[src/rtl/arbitro_rr_pkg.sv]
// flow_defs: shared definitions for the flow-control round-robin arbiter.
//   estado_t        - arbiter state encoding (RESET/ACTIVE/PAUSE/ERROR)
//   N_LANES         - number of upstream lane FIFOs
//   DATA_W_DEFAULT  - default lane word width
package flow_defs;

    typedef enum logic [1:0] {
        ST_RESET  = 2'd0,
        ST_ACTIVE = 2'd1,
        ST_PAUSE  = 2'd2,
        ST_ERROR  = 2'd3
    } estado_t;

    localparam int N_LANES        = 4;
    localparam int DATA_W_DEFAULT = 6;

endpackage

[src/rtl/arbitro_rr_if.sv]
// arbitro_rr_if: lane-FIFO / downstream-FIFO bus seen by the arbiter.
//   empty[3:0], data_in0..3     - lane FIFO status and read data
//   pop[3:0]                    - one-hot lane read strobe
//   full_out, almost_full_out   - downstream FIFO status
//   push_out, data_out          - downstream write strobe and data
// Modports: master = arbiter side, slave = FIFO/environment side.
interface arbitro_rr_if #(parameter int DATA_W = flow_defs::DATA_W_DEFAULT);
    import flow_defs::*;

    logic [N_LANES-1:0] empty;
    logic [DATA_W-1:0]  data_in0;
    logic [DATA_W-1:0]  data_in1;
    logic [DATA_W-1:0]  data_in2;
    logic [DATA_W-1:0]  data_in3;
    logic [N_LANES-1:0] pop;
    logic               full_out;
    logic               almost_full_out;
    logic               push_out;
    logic [DATA_W-1:0]  data_out;

    modport master (
        input  empty, data_in0, data_in1, data_in2, data_in3,
        input  full_out, almost_full_out,
        output pop, push_out, data_out
    );

    modport slave (
        output empty, data_in0, data_in1, data_in2, data_in3,
        output full_out, almost_full_out,
        input  pop, push_out, data_out
    );

endinterface

[src/rtl/arbitro_rr_select.sv]
// rr_select: combinational round-robin pick.
//   req[3:0]       - lane request vector (~empty)
//   ultimo[1:0]    - last granted lane; search starts at ultimo+1
//   grant[3:0]     - one-hot grant (zero when no request)
//   grant_idx[1:0] - index of granted lane
//   grant_valid    - at least one lane requested
module rr_select
    import flow_defs::*;
(
    input  logic [N_LANES-1:0] req,
    input  logic [1:0]         ultimo,
    output logic [N_LANES-1:0] grant,
    output logic [1:0]         grant_idx,
    output logic               grant_valid
);

    logic [1:0] cand_s;
    logic       hit_s;

    // Walk ultimo+1 .. ultimo+4 (2-bit wrap) and keep the first requester.
    always_comb begin
        grant       = 4'b0000;
        grant_idx   = ultimo;
        grant_valid = 1'b0;
        cand_s      = 2'd0;
        hit_s       = 1'b0;
        for (int k = 1; k <= N_LANES; k++) begin
            cand_s      = ultimo + 2'(k);
            hit_s       = ~grant_valid & req[cand_s];
            grant       = hit_s ? (4'b0001 << cand_s) : grant;
            grant_idx   = hit_s ? cand_s : grant_idx;
            grant_valid = grant_valid | req[cand_s];
        end
    end

endmodule

[src/rtl/arbitro_rr.sv]
// arbitro_rr: round-robin pop arbiter from four lane FIFOs into one
// downstream FIFO, gated by the flow-control FSM (pausa/continuar/error_full).
//   clk, rst (sync, active-low), enb
//   bus       - arbitro_rr_if.master (empty, data_in0..3, pop, full_out,
//               almost_full_out, push_out, data_out)
//   pausa, continuar, error_full - flow-control FSM requests
//   err       - sticky error, estado - current state (debug)
// Optional: ARB_CONTADORES_EN adds cuenta0..3, 8-bit per-lane push counters.
// Latency pop -> push_out is 2 cycles; at most two words are in flight.
module arbitro_rr
    import flow_defs::*;
#(
    parameter int DATA_W = DATA_W_DEFAULT
)(
    input  logic               clk,
    input  logic               rst,
    input  logic               enb,
    input  logic [N_LANES-1:0] pausa,
    input  logic [N_LANES-1:0] continuar,
    input  logic               error_full,
    arbitro_rr_if.master       bus,
    output logic               err,
    output logic [1:0]         estado
`ifdef ARB_CONTADORES_EN
    ,
    output logic [7:0]         cuenta0,
    output logic [7:0]         cuenta1,
    output logic [7:0]         cuenta2,
    output logic [7:0]         cuenta3
`endif
);

    estado_t            estado_r;
    logic               err_r;
    logic [1:0]         ultimo_r;
    logic               s1_valid_r;
    logic [1:0]         s1_lane_r;
    logic               push_r;
    logic [DATA_W-1:0]  data_r;
    logic [N_LANES-1:0] req_s;
    logic [N_LANES-1:0] grant_s;
    logic [1:0]         grant_idx_s;
    logic               grant_valid_s;
    logic               eligible_s;
    logic               fire_s;
    logic [N_LANES-1:0] pop_s;
    logic [DATA_W-1:0]  lane_data_s;

    assign req_s = ~bus.empty;

    rr_select u_rr_select (
        .req         (req_s),
        .ultimo      (ultimo_r),
        .grant       (grant_s),
        .grant_idx   (grant_idx_s),
        .grant_valid (grant_valid_s)
    );

    // Both downstream flags block grants: the in-flight pipeline needs two free slots.
    assign eligible_s = (estado_r == ST_ACTIVE) & enb & ~bus.full_out & ~bus.almost_full_out;

    // Gate the round-robin pick with eligibility to form the pop strobe.
    always_comb begin
        pop_s  = 4'b0000;
        fire_s = 1'b0;
        if (eligible_s && grant_valid_s) begin
            pop_s  = grant_s;
            fire_s = 1'b1;
        end else begin
            pop_s  = 4'b0000;
            fire_s = 1'b0;
        end
    end

    // Select the read data of the lane popped one cycle earlier.
    always_comb begin
        lane_data_s = bus.data_in0;
        case (s1_lane_r)
            2'd0:    lane_data_s = bus.data_in0;
            2'd1:    lane_data_s = bus.data_in1;
            2'd2:    lane_data_s = bus.data_in2;
            2'd3:    lane_data_s = bus.data_in3;
            default: lane_data_s = bus.data_in0;
        endcase
    end

    // Arbiter state machine with sticky error flag; error beats pause.
    always_ff @(posedge clk) begin
        if (!rst) begin
            estado_r <= ST_RESET;
            err_r    <= 1'b0;
        end else begin
            case (estado_r)
                ST_RESET: estado_r <= ST_ACTIVE;
                ST_ACTIVE: begin
                    if (error_full) begin
                        estado_r <= ST_ERROR;
                        err_r    <= 1'b1;
                    end else if ((|pausa) && !(|continuar)) begin
                        estado_r <= ST_PAUSE;
                    end else begin
                        estado_r <= ST_ACTIVE;
                    end
                end
                ST_PAUSE: begin
                    if (error_full) begin
                        estado_r <= ST_ERROR;
                        err_r    <= 1'b1;
                    end else if ((|continuar) || !(|pausa)) begin
                        estado_r <= ST_ACTIVE;
                    end else begin
                        estado_r <= ST_PAUSE;
                    end
                end
                ST_ERROR: estado_r <= ST_ERROR;
                default:  estado_r <= ST_RESET;
            endcase
        end
    end

    // Round-robin pointer follows the last granted lane.
    always_ff @(posedge clk) begin
        if (!rst) begin
            ultimo_r <= 2'd3;
        end else if (fire_s) begin
            ultimo_r <= grant_idx_s;
        end else begin
            ultimo_r <= ultimo_r;
        end
    end

    // Two-stage in-flight pipeline; independent of state so popped words always drain.
    always_ff @(posedge clk) begin
        if (!rst) begin
            s1_valid_r <= 1'b0;
            s1_lane_r  <= 2'd0;
            push_r     <= 1'b0;
            data_r     <= '0;
        end else begin
            s1_valid_r <= fire_s;
            s1_lane_r  <= fire_s ? grant_idx_s : s1_lane_r;
            push_r     <= s1_valid_r;
            data_r     <= s1_valid_r ? lane_data_s : data_r;
        end
    end

`ifdef ARB_CONTADORES_EN
    logic [1:0] s2_lane_r;
    logic [7:0] cnt_r [N_LANES];

    // Per-lane push counters, wrapping at 255 and frozen while enb is low.
    always_ff @(posedge clk) begin
        if (!rst) begin
            s2_lane_r <= 2'd0;
            for (int i = 0; i < N_LANES; i++) begin
                cnt_r[i] <= 8'd0;
            end
        end else begin
            s2_lane_r <= s1_valid_r ? s1_lane_r : s2_lane_r;
            if (push_r && enb) begin
                cnt_r[s2_lane_r] <= cnt_r[s2_lane_r] + 8'd1;
            end else begin
                cnt_r[s2_lane_r] <= cnt_r[s2_lane_r];
            end
        end
    end

    assign cuenta0 = cnt_r[0];
    assign cuenta1 = cnt_r[1];
    assign cuenta2 = cnt_r[2];
    assign cuenta3 = cnt_r[3];
`endif

    assign bus.pop      = pop_s;
    assign bus.push_out = push_r;
    assign bus.data_out = data_r;
    assign err          = err_r;
    assign estado       = estado_r;

endmodule
[src/flat_wrapper.sv]
// flat-port wrapper written by rule: the top's interface ports become plain ports
module arbitro_rr_flat import flow_defs::*;
#(
    parameter int DATA_W = DATA_W_DEFAULT
)
  (clk, rst, enb, pausa, continuar, error_full, err, estado, bus_empty, bus_data_in0, bus_data_in1, bus_data_in2, bus_data_in3, bus_full_out, bus_almost_full_out, bus_pop, bus_push_out, bus_data_out);
  arbitro_rr_if #(.DATA_W(DATA_W)) bus_i ();
  input  logic clk;
  input  logic rst;
  input  logic enb;
  input  logic [N_LANES-1:0] pausa;
  input  logic [N_LANES-1:0] continuar;
  input  logic error_full;
  output logic err;
  output logic [1:0] estado;
  input wire logic [$bits(bus_i.empty)-1:0] bus_empty;
  input wire logic [$bits(bus_i.data_in0)-1:0] bus_data_in0;
  input wire logic [$bits(bus_i.data_in1)-1:0] bus_data_in1;
  input wire logic [$bits(bus_i.data_in2)-1:0] bus_data_in2;
  input wire logic [$bits(bus_i.data_in3)-1:0] bus_data_in3;
  input wire logic [$bits(bus_i.full_out)-1:0] bus_full_out;
  input wire logic [$bits(bus_i.almost_full_out)-1:0] bus_almost_full_out;
  output wire logic [$bits(bus_i.pop)-1:0] bus_pop;
  output wire logic [$bits(bus_i.push_out)-1:0] bus_push_out;
  output wire logic [$bits(bus_i.data_out)-1:0] bus_data_out;
  assign bus_i.empty = bus_empty;
  assign bus_i.data_in0 = bus_data_in0;
  assign bus_i.data_in1 = bus_data_in1;
  assign bus_i.data_in2 = bus_data_in2;
  assign bus_i.data_in3 = bus_data_in3;
  assign bus_i.full_out = bus_full_out;
  assign bus_i.almost_full_out = bus_almost_full_out;
  assign bus_pop = bus_i.pop;
  assign bus_push_out = bus_i.push_out;
  assign bus_data_out = bus_i.data_out;
  arbitro_rr #(.DATA_W(DATA_W)) u_core (.clk(clk), .rst(rst), .enb(enb), .pausa(pausa), .continuar(continuar), .error_full(error_full), .bus(bus_i), .err(err), .estado(estado));
endmodule
[config.mk]
export PLATFORM = sky130hd
export DESIGN_NAME = arbitro_rr_flat
export DESIGN_NICKNAME = d
export VERILOG_FILES = /design/src/rtl/arbitro_rr_pkg.sv /design/src/rtl/arbitro_rr_if.sv /design/src/rtl/arbitro_rr_select.sv /design/src/rtl/arbitro_rr.sv /design/src/flat_wrapper.sv
export SDC_FILE = /design/constraint.sdc
export NUM_CORES = 1
export LEC_CHECK = 0
export BUFFER_PORTS_ARGS = -buffer_cell sky130_fd_sc_hd__buf_2
export CAP_MARGIN = 0
export CORE_AREA = 3 3 53 60
export CTS_CLUSTER_SIZE = 12
export DETAILED_ROUTE_END_ITERATION = 8
export DIE_AREA = 0 0 56 63
export GPL_TIMING_DRIVEN = 0
export PLACE_DENSITY = 0.83
export RECOVER_POWER = 25
export SLEW_MARGIN = 0
export SYNTH_ARGS = -nofsm -noshare
export SYNTH_HDL_FRONTEND = slang
export SYNTH_SLANG_ARGS = --single-unit
[constraint.sdc]
create_clock -name clk -period 3.9 [get_ports clk]
set_clock_uncertainty 0.2 [all_clocks]
set_input_delay 0.78 -clock clk [delete_from_list [all_inputs] [get_ports clk]]
set_output_delay 0.78 -clock clk [all_outputs]
set_load 0.05 [all_outputs]
==> metrics.md, run 1 <==
| Metric | Value |
|---|---|
| Status | `finished, final reports clean` |
| Synth Cell Area | `1210 sq um` |
| Worst path cell trace | `buf_6, clkinvlp_4, ha_4, mux4_2, nand3b_1, buf_4, nor2_1, a31o_1, a21oi_1, buf_4` |
| R2R Path Start | `u_core.ultimo_r[0]` |
| WP data required | `2.92 ns` |
| Largest family of logic cells by synthesized area | `multiplexers` |
| Worst r2r dst | `u_core.ultimo_r[0]` |
| Combinational power share | `33.2%` |
| Clock share of power | `23.6%` |
| Site Rows | `20` |
| Finish-stage setup viols | `0` |
| Simple-gate share of the synthesized area | `18.4%` |
| WL final | `2870 um` |
| #FFs+latches synth | `15` |
| Final ANT Viol Nets | `0` |
| Die ar. | `3530 sq um` |
| Routed WL per cell | `12.6 um` |
| Adder-cell share of the synthesized area | `8.26%` |
| Root cell of the clock tree | `clkbuf_4` |
| Drt pass-1 iters | `4` |
| Total power | `0.000372 W` |
| Total GRT Usage | `16.7%` |
| Critical Path Most Common Cell | `buf_4` |
| Top FF cell, synth | `dfxtp_1` |
| Reg power frac | `43.2%` |
| Reg2Reg Setup Slack | `1.15 ns` |
| Io pins | `56` |
| Synthesized Nets | `178` |
| Largest net degree at the start of global routing | `11` |
| Leakage power | `0.734 nW` |
| Area grow syn2layout | `34.9%` |
| Iteration-0 DRC Markers | `37` |
| GPL Wtd Cong | `0.773` |
| Yosys Warn Count | `0` |
| Netlist cell types | `37` |
| Synth Area in XOR/XNOR | `0%` |
| Initial antenna violation count | `0` |
| Hold EP | `u_core.err` |
| Die height | `63 um` |
| Final Hold Viols | `0` |
| Delay-heaviest family, CP | `buffers and inverters` |
| Vias post-DR | `1222` |
| Slew Viols, Final | `0` |
| Int Power | `0.000257 W` |
| Min-delay worst type | `reg -> reg` |
| Clock Tree Buf Depth | `2` |
| Crit Path Category | `reg -> out` |
| Vias in the first global route | `1192` |
| Post-route setup slack | `0.178 ns` |
| Async S/R FF share, synth | `0%` |
| Footprint of the multi-input gates | `847 sq um` |
| Worst IR Drop VDD | `0.181 mV` |
| Synth Area in Compound Gates | `15.4%` |
| Port-buffer cells | `55` |
| First-pass GRT wire length | `4930 um` |
| PwrDens | `228 nW/um^2` |
| Max_slew headroom | `58.5%` |
| Net Sw Power | `0.000115 W` |
| Setup crit start kind | `flop` |
| Num CTS Buffers | `3` |
| WP buf/inv | `4` |
| DIE WIDTH | `56 um` |
| Sequential fraction of the synthesis area | `24.8%` |
| Place WS | `0.213 ns` |
| FMAX | `269 MHz` |
| Post-cts hold buffer count | `0` |
| # DRC | `0` |
| Worst-path clk slew | `0.09 ns` |
| TritonCTS clock tree | `yes` |
| Seq. cell area | `302 sq um` |
| Core area | `2700 sq um` |
| Vias/cell | `5.36` |
| Initial Util | `44.8%` |
| CP Data Arrival Time | `2.74 ns` |
| CP max-delay cell | `mux4_2` |
| Routed length on met3 | `171 um` |
| Hold path cells | `2` |
| Max-cap viol count | `0` |
| H-tree depth | `1` |
| Synth Area per Inst | `9.46 sq um` |
| Post-detail-place hpwl | `2190 um` |
| Max incr delay on CP | `0.52 ns` |
| # fillers | `238` |
| Final #Nets | `246` |
| Uppermost routed layer | `met4` |
| # diodes | `0` |
| Crit end category | `output port` |
| Fin crit share | `95.4%` |
| Layout cells sized above 1 | `44.6%` |
| Grt ovf | `0` |
| WL met1 | `1150 um` |
| Worst-skew pair later-pin latency | `0.28 ns` |
| CTS Sinks | `15` |
| Hold_sp | `u_core.err` |
| Cell count after synthesis | `128` |
| CP Max Fanout | `10` |
| Worst Max-Slew Pin Slew | `0.625 ns` |
| Post-synth EDFFs | `0` |
| Fin crit period | `3.72 ns` |
| Sw Share | `30.8%` |
| Met2 Wirelength | `1510 um` |
| Mux cell area share after synthesis | `26.9%` |
| Reg2reg path depth | `9` |
[flip-flops by register name, summed over array words and instances, names as in the netlist]
| register | count |
|---|---|
| u_core.bus.data_out | 6 |
| u_core.bus.push_out | 1 |
| u_core.err | 1 |
| u_core.estado | 2 |
| u_core.s1_lane_r | 2 |
| u_core.s1_valid_r | 1 |
| u_core.ultimo_r | 2 |
[how the worst max path moves through the flow]
stage	from	end	slack, ns	depth (start not counted)
3_5_place_dp	u_core.ultimo_r[0]	bus_pop[3]	0.21	8
4_1_cts	u_core.ultimo_r[0]	bus_pop[0]	0.08	10
3_3_place_gp	u_core.ultimo_r[0]	bus_pop[3]	0.25	8
6_report	u_core.ultimo_r[0]	bus_pop[0]	0.18	10
5_1_grt	u_core.ultimo_r[0]	bus_pop[0]	-0.02	10
2_1_floorplan	u_core.ultimo_r[0]	bus_pop[3]	0.09	7
[per-layer routing]
| layer | global-route usage (%) | up-vias |
|---|---|---|
| li1 | - | 617 |
| met1 | 19.9 | 559 |
| met2 | 29.7 | 40 |
| met3 | 3.72 | 6 |
| met4 | 5.04 | 0 |
| met5 | 0 | - |
[tightest hold or removal path, stage by stage (launching register included)]
cell	delay, ns
dfxtp_1	0.34
a21oi_1	0.04
nor2_1	0.07
[cells in the final DEF (no fill, tap or decap), drive strengths merged, types with 2 or more instances in the layout]
cell | netlist | final
buf | 3 | 61
nor2 | 17 | 17
dfxtp | 15 | 15
clkbuf | 4 | 13
mux4 | 10 | 10
a21oi | 8 | 8
inv | 9 | 8
nand2 | 8 | 8
ha | 8 | 8
mux2i | 7 | 7
a211oi | 5 | 5
o21ai | 5 | 5
nor3 | 4 | 4
nand3 | 4 | 4
a31o | 3 | 3
o32ai | 2 | 2
nor4 | 2 | 2
nand2b | 2 | 2
and2 | 2 | 2
mux2 | 2 | 2
[cell usage after synthesis (all sizes together), types with 2 or more instances]
master,count,area share [%]
nor4,2,1.0
o32ai,2,1.4
ha,8,8.3
clkbuf,4,1.2
nor2,17,5.3
a211oi,5,3.5
inv,9,2.8
mux2i,7,5.8
o21ai,5,2.1
nand2b,2,1.7
mux4,10,19
nand3,4,1.7
and2,2,1.0
a31o,3,2.2
a21oi,8,3.3
buf,3,2.3
dfxtp,15,25
mux2,2,2.2
nor3,4,1.7
nand2,8,2.7
[what timing repair did]
action	4_1_cts	5_1_grt
resized for setup	2	6
pin swaps	0	1
setup buffers	4	4
setup endpoints to repair	3	4
[power groups by stage]
stage | combinational (W) | clock [W] | sequential, W
after floorplan | 0.0000668 | 0 | 0.000176
after global placement | 0.000113 | 0 | 0.000164
after detailed placement | 0.000114 | 0 | 0.000164
after CTS | 0.000120 | 0.0000914 | 0.000161
after global routing | 0.000135 | 0.0000998 | 0.000162
final | 0.000124 | 0.0000878 | 0.000161
[stage by stage]
step                utilization, %  TNS, ns  area (sq um)  hold WS [ns]  instances
floorplan                        -        0          1210         0.450        128
global placement              56.5        0          1530         0.248        216
detailed placement            56.5        0          1530         0.256        216
CTS                           58.8        0          1590         0.278        224
global route                  60.5  -0.0222          1630         0.318        228
finish                        60.5        0          1630         0.274        228
[cell families after synthesis]
kind of cell	Yosys count
muxes	19
DFF	15
adders and majority gates	8
and+or+nand+nor	43
buffers and inverters	16
AOI/OAI and AO/OA	27
[final cells by class]
class                   count  share of cell area [%]
repair buffers             63                    20.5
well taps                  33                    2.53
multi-input cells          97                    51.8
plain buffers               7                    2.76
clock buffers               4                    1.61
flip-flops and latches     15                    18.5
inverters                   9                    2.30
Note: power is estimated with default switching activity, not from simulation.
==> inputs of run 2 (changes only) <==
--- a/config.mk
+++ b/config.mk
@@ -7,14 +7,16 @@
 export LEC_CHECK = 0
 export BUFFER_PORTS_ARGS = -buffer_cell sky130_fd_sc_hd__buf_2
 export CAP_MARGIN = 0
-export CORE_AREA = 3 3 53 60
+export CELL_PAD_IN_SITES_DETAIL_PLACEMENT = 0
+export CELL_PAD_IN_SITES_GLOBAL_PLACEMENT = 1
+export CORE_AREA = 3 3 62 70
 export CTS_CLUSTER_SIZE = 12
 export DETAILED_ROUTE_END_ITERATION = 8
-export DIE_AREA = 0 0 56 63
+export DIE_AREA = 0 0 65 73
 export GPL_TIMING_DRIVEN = 0
-export PLACE_DENSITY = 0.83
+export PLACE_DENSITY = 0.82
 export RECOVER_POWER = 25
-export SLEW_MARGIN = 0
+export SLEW_MARGIN = 20
 export SYNTH_ARGS = -nofsm -noshare
 export SYNTH_HDL_FRONTEND = slang
 export SYNTH_SLANG_ARGS = --single-unit
==> run 2 against run 1 <==
Effect of this change: die area up 34%; largest power group unchanged; clock power up 38%; via count down 2.5%; wire length up 2.4%; global-route usage down 4.6 points; non-clock buffer count down 4; critical endpoint is now bus_pop[3]; clock-buffer cell count unchanged; first-iteration DRC count up 19%; setup slack worse by 0.0039 ns.
==> metrics.md, run 2 (synthesis gave the netlist of run 1 again) <==
| Metric | Value |
|---|---|
| Slew Viols, Final | `0 (unchanged)` |
| Worst Max-Slew Pin Slew | `0.615 ns (was 0.625 ns)` |
| Footprint of the multi-input gates | `847 sq um (unchanged)` |
| Area grow syn2layout | `35.4% (was 34.9%)` |
| Total GRT Usage | `12.2% (was 16.7%)` |
| Min Hold Slack | `0.266 ns (was 0.274 ns)` |
| WL final | `2940 um (was 2870 um)` |
| Initial Util | `33.1% (was 44.8%)` |
| Min-delay worst type | `reg -> reg (unchanged)` |
| Worst path cell trace | `buf_6, clkinvlp_4, ha_4, mux4_2, nand3b_1, a31o_2, a21oi_1, buf_4 (was buf_6, clkinvlp_4, ha_4, mux4_2, nand3b_1, buf_4, nor2_1, a31o_1, a21oi_1, buf_4)` |
| Final Hold Viols | `0 (unchanged)` |
| # fillers | `372 (was 238)` |
| # diodes | `0 (unchanged)` |
| Routed WL per cell | `12.2 um (was 12.6 um)` |
| Crit Path Category | `reg -> out (unchanged)` |
| Post-detail-place hpwl | `2250 um (was 2190 um)` |
| Largest net degree at the start of global routing | `11 (unchanged)` |
| Final Util | `44.9% (was 60.5%)` |
| Vias in the first global route | `1055 (was 1192)` |
| Post-cts hold buffer count | `0 (unchanged)` |
| Post-Route Setup TNS | `0 ns (unchanged)` |
| CP Data Arrival Time | `2.75 ns (was 2.74 ns)` |
| Iteration-0 DRC Markers | `44 (was 37)` |
| Layout cells sized above 1 | `41.9% (was 44.6%)` |
| Max reg flops | `6 (unchanged)` |
| Num CTS Buffers | `3 (unchanged)` |
| CP Max Fanout | `10 (unchanged)` |
| Max_slew headroom | `59.2% (was 58.5%)` |
| Worst-skew pair later-pin latency | `0.24 ns (was 0.28 ns)` |
| Final #Nets | `242 (was 246)` |
| Finished Cell Area | `1640 sq um (was 1630 sq um)` |
| PwrDens | `246 nW/um^2 (was 228 nW/um^2)` |
| DIE WIDTH | `65 um (was 56 um)` |
| DP Area | `1550 sq um (was 1530 sq um)` |
| Worst IR Drop VDD | `0.106 mV (was 0.181 mV)` |
| Vias/cell | `4.94 (was 5.36)` |
| CP max-delay cell | `mux4_2 (unchanged)` |
| CTS Sinks | `15 (unchanged)` |
| Grt ovf | `0 (unchanged)` |
| Fin crit period | `3.73 ns (was 3.72 ns)` |
| Most common cell after layout, fill and taps aside | `buf_2 (unchanged)` |
| Die ar. | `4750 sq um (was 3530 sq um)` |
| RSZ-0062 raised after global routing | `no` |
| WP data required | `2.92 ns (about the same)` |
| Finish-stage setup viols | `0 (unchanged)` |
| Die height | `73 um (was 63 um)` |
| # DRC | `0 (unchanged)` |
| Vias post-DR | `1191 (was 1222)` |
| Fin crit share | `95.5% (was 95.4%)` |
| GPL Wtd Cong | `0.797 (was 0.773)` |
| Max-cap viol count | `0 (unchanged)` |
| Leakage power | `0.712 nW (was 0.734 nW)` |
| FMAX | `268 MHz (was 269 MHz)` |
| Status | `finished, final reports clean (unchanged)` |
| TritonCTS clock tree | `yes (unchanged)` |
| Site Rows | `23 (was 20)` |
| Worst-path clk slew | `0.05 ns (was 0.09 ns)` |
| Final ANT Viol Nets | `0 (unchanged)` |
| Initial antenna violation count | `0 (unchanged)` |
| H-tree depth | `1 (unchanged)` |
| First-pass GRT wire length | `4600 um (was 4930 um)` |
| Drt pass-1 iters | `4 (unchanged)` |
| Port-buffer cells | `55 (unchanged)` |
| Core area | `3650 sq um (was 2700 sq um)` |
| Clock Tree Buf Depth | `2 (unchanged)` |
| Seq. cell area | `300 sq um (was 302 sq um)` |
| Setup crit start kind | `flop (unchanged)` |
| Max incr delay on CP | `0.54 ns (was 0.52 ns)` |
| Root cell of the clock tree | `clkbuf_8 (was clkbuf_4)` |
| Commonest non-fill, non-tap cells in the layout | `buf_2, nor2_1, dfxtp_1, clkbuf_1, mux4_2 (was buf_2, nor2_1, dfxtp_1, buf_4)` |
| Crit end category | `output port (unchanged)` |
| Io pins | `56 (unchanged)` |
## run 2: cell types whose count changed in the layout (fill, tap and decap cells not counted)
cell	before	now
clkbuf_4	4	0
buf_4	10	7
clkbuf_8	0	3
buf_2	49	47
clkbuf_1	9	11
dfxtp_1	14	15
dfxtp_2	1	0
## run 2: through the flow
step	power (W)	cells	worst slack, ns
floorplan	0.000243	128	0.0902
global placement	0.000280	233	0.210
detailed placement	0.000280	233	0.213
CTS	0.000404	238	0.0173
global route	0.000426	241	0.00868
finish	0.000403	241	0.174
## run 2: path summary, 6_finish.rpt
check                           cells after the start  slack, ns               start                 end
worst max-delay path                                8       0.17  u_core.ultimo_r[0]          bus_pop[3]
worst min-delay path                                2       0.27          u_core.err          u_core.err
worst max register to register                      9       1.07  u_core.ultimo_r[0]  u_core.ultimo_r[0]
worst min register to register                      2       0.27          u_core.err          u_core.err
## run 2: what timing repair did
item	CTS	global route
gates resized for setup	3	3
endpoints found under the setup margin	3	4
pin swaps	0	0
setup buffers	1	3
## run 2: critical path, delay by kind of cell (launching register included)
kind | cells | cell delay (ns)
buf+inv | 3 | 0.54
mux | 1 | 0.54
compound gates | 2 | 0.40
flops | 1 | 0.39
fa+ha+maj | 1 | 0.32
simple gates | 1 | 0.31
## run 2: cell type report
class,count,share of cell area (%)
buffer,7,2.59
clock buffer,4,2.75
inverter,9,2.29
multi-input combinational,97,51.6
sequential,15,18.3
tap,50,3.81
timing repair buffer,59,18.6
## run 2: power breakdown
| part | leakage [nW] | internal (W) | total, W | switching, W |
|---|---|---|---|---|
| combinational | 0.567 | 0.0000570 | 0.000121 | 0.0000640 |
| sequential | 0.122 | 0.000158 | 0.000161 | 0.00000326 |
| clock | 0.0228 | 0.0000723 | 0.000121 | 0.0000485 |
| total | 0.712 | 0.000287 | 0.000403 | 0.000116 |
## run 2: layer usage
layer	global-route usage, %	vias to the layer above	part of all wire (%)
li1	-	597	-
met1	15.4	543	45
met2	20.0	47	44
met3	2.31	4	9.2
met4	5.63	0	1.7
met5	0	-	0
==> inputs of run 3 (changes only) <==
--- a/config.mk
+++ b/config.mk
@@ -15,7 +15,7 @@
 export DIE_AREA = 0 0 65 73
 export GPL_TIMING_DRIVEN = 0
 export PLACE_DENSITY = 0.82
-export RECOVER_POWER = 25
+export RECOVER_POWER = 100
 export SLEW_MARGIN = 20
 export SYNTH_ARGS = -nofsm -noshare
 export SYNTH_HDL_FRONTEND = slang
==> run 3 against run 2 <==
Effect of this change: die area did not move; register-to-register slack got worse by 0.04 ns; wire length increased by 0.31%; combinational power barely moved; sequential cell count unchanged; critical path type unchanged.
==> metrics.md, run 3 (synthesis gave the netlist of run 1 again) <==
| Metric | Value |
|---|---|
| Status | `finished, final reports clean (unchanged)` |
| Finish-stage setup viols | `0 (unchanged)` |
| Combinational power share | `29.6% (was 30.0%)` |
| Root cell of the clock tree | `clkbuf_8 (unchanged)` |
| Met1 usage | `15.4% (unchanged)` |
| Max reg flops | `6 (unchanged)` |
| Core area | `3650 sq um (unchanged)` |
| Post-detail-place hpwl | `2250 um (unchanged)` |
| Final #Nets | `242 (unchanged)` |
| WP data required | `2.92 ns (about the same)` |
| Final Util | `44.4% (was 44.9%)` |
| Total GRT Usage | `12.2% (unchanged)` |
| # diodes | `0 (unchanged)` |
| Fin crit share | `96.2% (was 95.5%)` |
| Sw Share | `28.7% (about the same)` |
| Vias post-DR | `1201 (was 1191)` |
| Fin crit period | `3.75 ns (was 3.73 ns)` |
| Drt pass-1 iters | `5 (was 4)` |
| Most common cell after layout, fill and taps aside | `buf_2 (unchanged)` |
| Routed WL per cell | `12.2 um (about the same)` |
| TritonCTS clock tree | `yes (unchanged)` |
| Net Sw Power | `0.000115 W (was 0.000116 W)` |
| Area grow syn2layout | `33.9% (was 35.4%)` |
| GR met2 Demand/Resource | `20.0% (unchanged)` |
| M3 GR Usage | `2.31% (unchanged)` |
| Io pins | `56 (unchanged)` |
| CTS Sinks | `15 (unchanged)` |
| Die ar. | `4750 sq um (unchanged)` |
| Initial Util | `33.1% (unchanged)` |
| Site Rows | `23 (unchanged)` |
| PwrDens | `247 nW/um^2 (was 246 nW/um^2)` |
| Hold_sp | `u_core.err (unchanged)` |
| Min-delay worst type | `reg -> reg (unchanged)` |
| Place WS | `0.213 ns (unchanged)` |
| Worst-path clk slew | `0.05 ns (about the same)` |
| H-tree depth | `1 (unchanged)` |
| RSZ-0062 raised after global routing | `no (unchanged)` |
| Busiest grt layer | `met2 (unchanged)` |
| Post-route setup slack | `0.148 ns (was 0.174 ns)` |
| Int Power | `0.000286 W (was 0.000287 W)` |
| Final ANT Viol Nets | `0 (unchanged)` |
| DIE WIDTH | `65 um (unchanged)` |
| Initial antenna violation count | `0 (unchanged)` |
| GPL Wtd Cong | `0.797 (unchanged)` |
| First-pass GRT wire length | `4600 um (unchanged)` |
| # fillers | `380 (was 372)` |
| Post-Route Setup TNS | `0 ns (unchanged)` |
| Port-buffer cells | `55 (unchanged)` |
| Num CTS Buffers | `3 (unchanged)` |
| Slew Viols, Final | `0 (unchanged)` |
| Grt ovf | `0 (unchanged)` |
| Commonest non-fill, non-tap cells in the layout | `buf_2, nor2_1, clkbuf_1, dfxtp_1, mux4_2 (was buf_2, nor2_1, dfxtp_1, clkbuf_1, mux4_2)` |
| FMAX | `267 MHz (was 268 MHz)` |
| Layout cells sized above 1 | `38.2% (was 41.9%)` |
| Worst IR Drop VDD | `0.109 mV (was 0.106 mV)` |
| Reg power frac | `40.3% (was 40.0%)` |
| Crit Path Category | `reg -> out (unchanged)` |
| Die height | `73 um (unchanged)` |
| Max-cap viol count | `0 (unchanged)` |
| Max_slew headroom | `59.2% (about the same)` |
| Clock share of power | `30.1% (was 30.0%)` |
| CP Max Fanout | `10 (unchanged)` |
| Vias/cell | `4.98 (was 4.94)` |
| Crit end category | `output port (unchanged)` |
| Worst-skew pair later-pin latency | `0.24 ns (about the same)` |
| Beginning of the critical path | `u_core.ultimo_r[0] (unchanged)` |
| Leakage power | `0.683 nW (was 0.712 nW)` |
| CP Data Arrival Time | `2.77 ns (was 2.75 ns)` |
| Clock Tree Buf Depth | `2 (unchanged)` |
| Iteration-0 DRC Markers | `50 (was 44)` |
| # DRC | `0 (unchanged)` |
| Vias in the first global route | `1055 (unchanged)` |
| R2R Path Start | `u_core.ultimo_r[0] (unchanged)` |
| Worst Max-Slew Pin Slew | `0.615 ns (about the same)` |
| WL final | `2950 um (was 2940 um)` |
| Final Hold Viols | `0 (unchanged)` |
| Setup crit start kind | `flop (unchanged)` |
| Largest net degree at the start of global routing | `11 (unchanged)` |
run 3: cell count changes in the layout (fill, tap and decap cells not counted), moves of 3 or more:
cell | previous run | this run
clkbuf_4 | 0 | 3
buf_4 | 7 | 4
clkbuf_1 | 11 | 16
buf_2 | 47 | 41
run 3: timing repair:
item,4_1_cts,5_1_grt
hold buffers,0,0
buffers inserted,1,3
setup endpoints to repair,3,4
resized for setup,3,3
cloned,0,0
run 3: worst paths after layout:
path / cells past startpoint / slack (ns) / end
setup reg to reg: 8 / 1.03 / u_core.ultimo_r[1]
hold reg to reg: 2 / 0.27 / u_core.err
hold / removal: 2 / 0.27 / u_core.err
setup / recovery: 8 / 0.15 / bus_pop[3]
run 3: worst max-delay path: stages, from the launching register on:
cell and delay, ns:
dfxtp_1 0.39, buf_6 0.18, clkinvlp_4 0.14, ha_4 0.32
mux4_2 0.55, nand3b_1 0.31, a31o_2 0.27, a21oi_1 0.12
clkbuf_4 0.25
run 3: final cells by class:
| class | count | area [sq um] | area share, % |
|---|---|---|---|
| multi-input cells | 97 | 835 | 51.5 |
| flip-flops and latches | 15 | 300 | 18.5 |
| repair buffers | 59 | 299 | 18.4 |
| well taps | 50 | 62.6 | 3.86 |
| clock buffers | 4 | 45.0 | 2.78 |
| plain buffers | 7 | 42.5 | 2.62 |
| inverters | 9 | 37.5 | 2.31 |
run 3: power groups by stage:
stage	clock network [W]	logic, W	registers, W
finish	0.000121	0.000119	0.000161
detailed placement	0	0.000116	0.000165
global route	0.000132	0.000130	0.000162
CTS	0.000125	0.000118	0.000161
floorplan	0	0.0000668	0.000176
global placement	0	0.000116	0.000164
run 3: routing by layer:
layer / vias to the layer above / share of wire [%]
li1: 598 / -
met3: 4 / 11
met5: - / 0
met1: 538 / 44
met4: 0 / 1.7
met2: 61 / 43
run 3: stage by stage:
step / total power, W / hold slack, ns / instances / area [sq um]
after detailed placement: 0.000280 / 0.254 / 233 / 1550
after CTS: 0.000404 / 0.267 / 238 / 1610
after global placement: 0.000280 / 0.250 / 233 / 1550
after floorplan: 0.000243 / 0.450 / 128 / 1210
after global routing: 0.000424 / 0.318 / 241 / 1620
final: 0.000401 / 0.266 / 241 / 1620
